==> src/rtl/s_memory_shuffle_param.sv <==
// RC4 key scheduler over a single-port S-memory: optional identity fill, then a 6-cycle read/read/write/write swap per entry.
// Latency N*(INIT_EN+6)+1 cycles from accept to finish; no backpressure, start is ignored while busy.
module s_memory_shuffle_param #(
    parameter int ADDR_W    = 8,
    parameter int KEY_BYTES = 3,
    parameter bit INIT_EN   = 1'b1
) (
    input  logic                   clk,
    input  logic                   reset,
    input  logic                   start,
    input  logic [8*KEY_BYTES-1:0] secret_key,
    input  logic [7:0]             q,
    output logic [ADDR_W-1:0]      address,
    output logic [7:0]             data,
    output logic                   write_enable,
    output logic                   busy,
    output logic                   finish
);
    localparam int                KW     = (KEY_BYTES > 1) ? $clog2(KEY_BYTES) : 1;
    localparam logic [ADDR_W-1:0] LAST_I = '1;
    localparam logic [KW-1:0]     LAST_K = KW'(KEY_BYTES - 1);

    typedef enum logic [3:0] {
        IDLE, FILL, RD_I, CAP_I, RD_J, CAP_J, WR_I, WR_J, DONE
    } state_t;

    state_t                 state, state_nxt;
    logic [ADDR_W-1:0]      i, j;
    logic [KW-1:0]          kidx;
    logic [7:0]             si, sj;
    logic [8*KEY_BYTES-1:0] key_r;
    logic [7:0]             key_byte;

    // Byte 0 sits in the most significant byte of the key.
    always_comb begin
        key_byte = '0;
        for (int k = 0; k < KEY_BYTES; k++) begin
            if (kidx == KW'(k)) key_byte = key_r[8*(KEY_BYTES-k)-1 -: 8];
        end
    end

    always_ff @(posedge clk or negedge reset) begin
        if (!reset) state <= IDLE;
        else        state <= state_nxt;
    end

    always_comb begin
        state_nxt = state;
        case (state)
            IDLE:    if (start) state_nxt = INIT_EN ? FILL : RD_I;
            FILL:    if (i == LAST_I) state_nxt = RD_I;
            RD_I:    state_nxt = CAP_I;
            CAP_I:   state_nxt = RD_J;
            RD_J:    state_nxt = CAP_J;
            CAP_J:   state_nxt = WR_I;
            WR_I:    state_nxt = WR_J;
            WR_J:    state_nxt = (i == LAST_I) ? DONE : RD_I;
            DONE:    state_nxt = IDLE;
            default: state_nxt = IDLE;
        endcase
    end

    // Outputs depend only on registered state, so q and start never reach them combinationally.
    always_comb begin
        address      = '0;
        data         = '0;
        write_enable = 1'b0;
        case (state)
            FILL: begin
                address      = i;
                data         = 8'(i);
                write_enable = 1'b1;
            end
            RD_I: address = i;
            RD_J: address = j;
            WR_I: begin
                address      = i;
                data         = sj;
                write_enable = 1'b1;
            end
            WR_J: begin
                address      = j;
                data         = si;
                write_enable = 1'b1;
            end
            default: ;
        endcase
    end

    assign busy   = (state != IDLE) && (state != DONE);
    assign finish = (state == DONE);

    always_ff @(posedge clk or negedge reset) begin
        if (!reset) begin
            i     <= '0;
            j     <= '0;
            kidx  <= '0;
            si    <= '0;
            sj    <= '0;
            key_r <= '0;
        end else begin
            case (state)
                IDLE: if (start) begin
                    key_r <= secret_key;
                    i     <= '0;
                    j     <= '0;
                    kidx  <= '0;
                end
                FILL: i <= i + 1'b1;
                CAP_I: begin
                    si <= q;
                    j  <= j + q[ADDR_W-1:0] + key_byte[ADDR_W-1:0];
                end
                CAP_J: sj <= q;
                WR_J: if (i != LAST_I) begin
                    i    <= i + 1'b1;
                    kidx <= (kidx == LAST_K) ? '0 : kidx + 1'b1;
                end
                DONE: begin
                    i <= '0;
                    j <= '0;
                end
                default: ;
            endcase
        end
    end
endmodule

==> config.mk <==
export PLATFORM = sky130hd
export DESIGN_NAME = s_memory_shuffle_param
export DESIGN_NICKNAME = d
export VERILOG_FILES = /design/src/rtl/s_memory_shuffle_param.sv
export SDC_FILE = /design/constraint.sdc
export NUM_CORES = 1
export LEC_CHECK = 0
export ABC_AREA = 1
export CAP_MARGIN = 40
export CORE_MARGIN = 2
export CORE_UTILIZATION = 43
export DETAILED_ROUTE_END_ITERATION = 10
export HOLD_SLACK_MARGIN = 0.02
export PLACE_DENSITY = 0.68
export SLEW_MARGIN = 20
export SYNTH_ARGS = -nofsm -noshare
export SYNTH_HDL_FRONTEND = slang
export SYNTH_SLANG_ARGS = --single-unit
==> constraint.sdc <==
create_clock -name clk -period 2.85 [get_ports clk]
set_clock_uncertainty 0.05 [all_clocks]
set_input_delay 0.855 -clock clk [delete_from_list [all_inputs] [get_ports clk]]
set_output_delay 0.855 -clock clk [all_outputs]
set_load 0.02 [all_outputs]
==> impl_summary.log, run 1 <==
INFO  metric run_status = finished clean
INFO  metric timing.hold.worst.start = key_r[22]
INFO  metric most_frequent_cells_in_the_layout = nand2_1 (93), dfrtp_1 (62), inv_1 (54), o21ai_0 (35), clkdlybuf4s50_1 (32)
INFO  metric vdd.ir_drop.worst = 0.374 mV
INFO  metric switching_share = 0.225
INFO  metric finalWorstSetupSlack = 111 ps
INFO  metric cellLeakagePower = 2.15 nW
INFO  metric synth_top_area_cell = dfrtp_1
INFO  metric timing.critical_path.slowest_stage_cell = dfrtp_1
INFO  metric final_cell_area = 0.00443 mm²
INFO  metric post_synth_inst_count = 392
INFO  metric root_buffer = clkbuf_8
INFO  metric sequential_to_total_area_share_from_yosys_stat = 0.443
INFO  metric postSynthNetCount = 442
INFO  metric die_width = 94.2 µm
INFO  metric drt_drc_violations_left = 0
INFO  metric num-nets-final = 520
INFO  metric reg2reg_from = kidx[0]
INFO  metric io_pins = 54
INFO  metric finalCritPeriodShare = 0.961
INFO  metric tritoncts = done
INFO  metric insertedDiodeCount = 0
INFO  metric combinationalPowerShare = 0.100
INFO  metric syn_avg_cell_area = 8.93 µm²
INFO  metric setup_violating_endpoint_count_in_the_final_report = 0
INFO  metric slew_violations = 0
INFO  metric wire_length_of_the_first_global_routing_pass = 13,600 µm
INFO  metric drive_above_1_share = 0.215
INFO  metric critPathMaxStageDelay = 440 ps
INFO  metric cts.reportedPaths.clkPinSlew = 60 ps
INFO  metric clkPwrFrac = 0.433
INFO  metric via_per_inst = 4.93
INFO  metric startpoint = state[0]
INFO  metric number_of_levels_in_the_clock_h_tree = 3
INFO  metric num_vias = 2,846
INFO  metric area_share_of_the_largest_cell_type_after_synthesis = 0.443
INFO  metric grt_pass1_vias = 2,834
INFO  metric clock_latency = 340 ps
INFO  metric achievable-frequency = 365 MHz
INFO  metric starting_density = 0.448
INFO  metric gp_congestion = 0.886
INFO  metric worstPathCellList = inv_1, nor2_2, nand2_4, inv_1, a21oi_2, buf_4, o22ai_1, clkdlybuf4s15_1
INFO  metric detailedRoute.firstPassIterationCount = 5
INFO  metric setup.worst_path.start_class = register
INFO  metric drtIter0Drc = 124
INFO  metric critical_path.most_common_cell = inv_1
INFO  metric clock_path_buffers = 2
INFO  metric critical_path_peak_fanout = 9
INFO  metric drv_cap = 0
INFO  metric design.core.area = 0.00781 mm²
INFO  metric critical_path_buf_inv_count = 4
INFO  metric grt.overflow.total = 0
INFO  metric max_slew.worst_pin.slew = 649 ps
INFO  metric synth.top_cells.by_area = dfrtp_1 (44%), nand2_1 (10%), inv_1 (6.1%)
INFO  metric req_time_crit_path = 1950 ps
INFO  metric worst-endpoint-arrival = 1830 ps
INFO  metric die_outline_area = 0.00888 mm²
INFO  metric internal-power = 1.52 mW
INFO  metric class_of_the_tightest_hold_or_removal_check = register to register
INFO  metric drt.antenna.violating_nets = 0
INFO  metric critical-path-top-delay-family = buffers and inverters
INFO  metric endpoint_kind = output pin
INFO  metric max-slew-margin-rel = 0.568
INFO  metric period_minus_slack = 2740 ps
INFO  metric die_h = 94.2 µm
INFO  metric route.final.wire_length = 8110 µm
INFO  metric hold_viol_final = 0
INFO  metric ys_seq_elements = 62
INFO  metric ys_warn_count = 0
INFO  metric antenna_found_initial = 0
INFO  metric power_density = 443 mW/mm²
INFO  metric cts-buffers-inserted = 9
INFO  metric p_sw = 0.440 mW
INFO  metric path_class = register to output pin
INFO  metric utilization = 0.567
INFO  metric power.sequential.fraction = 0.468
INFO  metric most_common_cell_after_layout_fill_and_taps_aside = nand2_1
INFO  metric grt_start_max_net_pins = 38
INFO  metric num_rows = 32
INFO  metric placement.io_buffers = 53
INFO  metric post_dp_cell_area = 0.00427 mm²
INFO  metric flow.area_growth_from_synthesis = 26.5%
INFO  metric grt_util_all_layers = 0.202
INFO  metric post_synth_num_cell_types = 41
INFO  metric wl_per_cell = 14.1 µm
INFO  metric dpl_worst_slack = -433 ps
INFO  metric cts.sinks = 62
INFO  metric post_syn_area = 0.00350 mm²
INFO  metric dp_hpwl = 6130 µm
[cells in the mapped netlist]
cell      number
o22ai_1       11
o31ai_1        1
mux2_1         2
nor2_4         4
nand2_1       93
nor2_8         1
xnor2_1        1
nand2_4        1
o21ai_0       35
or2_1          1
clkbuf_1       1
buf_12         1
buf_1          1
dfrtp_1       62
buf_2          3
a21o_1         1
o21ai_2        6
o22ai_2        1
buf_4          2
nand4_1        1
o32ai_1        1
a21oi_4        1
inv_1         57
nand2_2        3
nor2_2         4
a21oi_2        1
nand3_2        2
fa_1           8
o211ai_1      14
xor2_1         5
mux2_2        15
a21oi_1        4
nor3_1         4
inv_2          4
nand3_1       14
nor2_1        15
o21ai_1        1
a31oi_1        1
o21bai_1       1
ha_1           7
nand2_8        1
[layer usage]
layer,vias up,GRT usage,routed length [µm]
li1,1432,-,-
met1,1316,0.275,3820
met2,84,0.313,3700
met3,14,0.0578,438
met4,0,0.0652,156
met5,-,0,0
[worst paths after layout]
check	to	slack, ps	depth (start not counted)
worst max-delay path	address[3]	110	8
worst min-delay path	key_r[22]	440	1
worst max register to register	j[5]	160	13
worst min register to register	key_r[22]	440	1
max in group asynchronous	key_r[22]	1640	2
min in group asynchronous	sj[1]	490	1
[state kept, by name, summed over array words and instances, names as in the netlist]
signal	cells
si	8
kidx	2
j	8
sj	8
i	8
state	4
key_r	24
[repair_timing]
item / 4_1_cts / 5_1_grt
pin swaps: 0 / 4
buffers inserted: 0 / 0
hold buffers: 0 / 0
cloned: 0 / 0
setup endpoints to repair: 19 / 19
gates resized for setup: 20 / 37
[kinds of logic after synthesis]
logic type | count (synthesis) | synth area share
multiplexers | 17 | 0.0547
adder cells (fa/ha/maj) | 15 | 0.0708
buffers and inverters | 69 | 0.0819
AO/OA/AOI/OAI | 79 | 0.143
AND/OR/NAND/NOR | 144 | 0.191
flip-flops | 62 | 0.443
XOR/XNOR | 6 | 0.0150
[through the flow]
step           hold slack (ps)  setup TNS (ps)  instances  total power, mW
4_1_cts                    443               0        577             1.98
2_1_floorplan              403               0        392             1.02
3_5_place_dp               423           -1080        561             1.13
6_report                   439               0        577             1.96
5_1_grt                    449          -0.247        577             2.06
3_3_place_gp               412            -853        561             1.12
[power by group through the flow]
stage,logic (mW),clock network (mW),registers (mW)
6_report,0.195,0.848,0.916
5_1_grt,0.223,0.915,0.918
4_1_cts,0.198,0.868,0.916
3_5_place_dp,0.195,0,0.933
3_3_place_gp,0.191,0,0.932
2_1_floorplan,0.0921,0,0.930
[layout make-up]
cell class	count	area, µm²
timing repair buffer	75	631
clock buffer	12	145
sequential	62	1550
tap	102	128
fill	710	3380
clock inverter	4	70.1
multi-input combinational	261	1670
inverter	61	229
Note: power is estimated with default switching activity, not from simulation.
==> inputs of run 2 (changes only) <==
--- a/config.mk
+++ b/config.mk
@@ -12,6 +12,7 @@
 export DETAILED_ROUTE_END_ITERATION = 10
 export HOLD_SLACK_MARGIN = 0.02
 export PLACE_DENSITY = 0.68
+export SKIP_LAST_GASP = 1
 export SLEW_MARGIN = 20
 export SYNTH_ARGS = -nofsm -noshare
 export SYNTH_HDL_FRONTEND = slang
==> results of run 2 <==
Same layout as run 1: the final DEF is identical, and so are final timing and power.
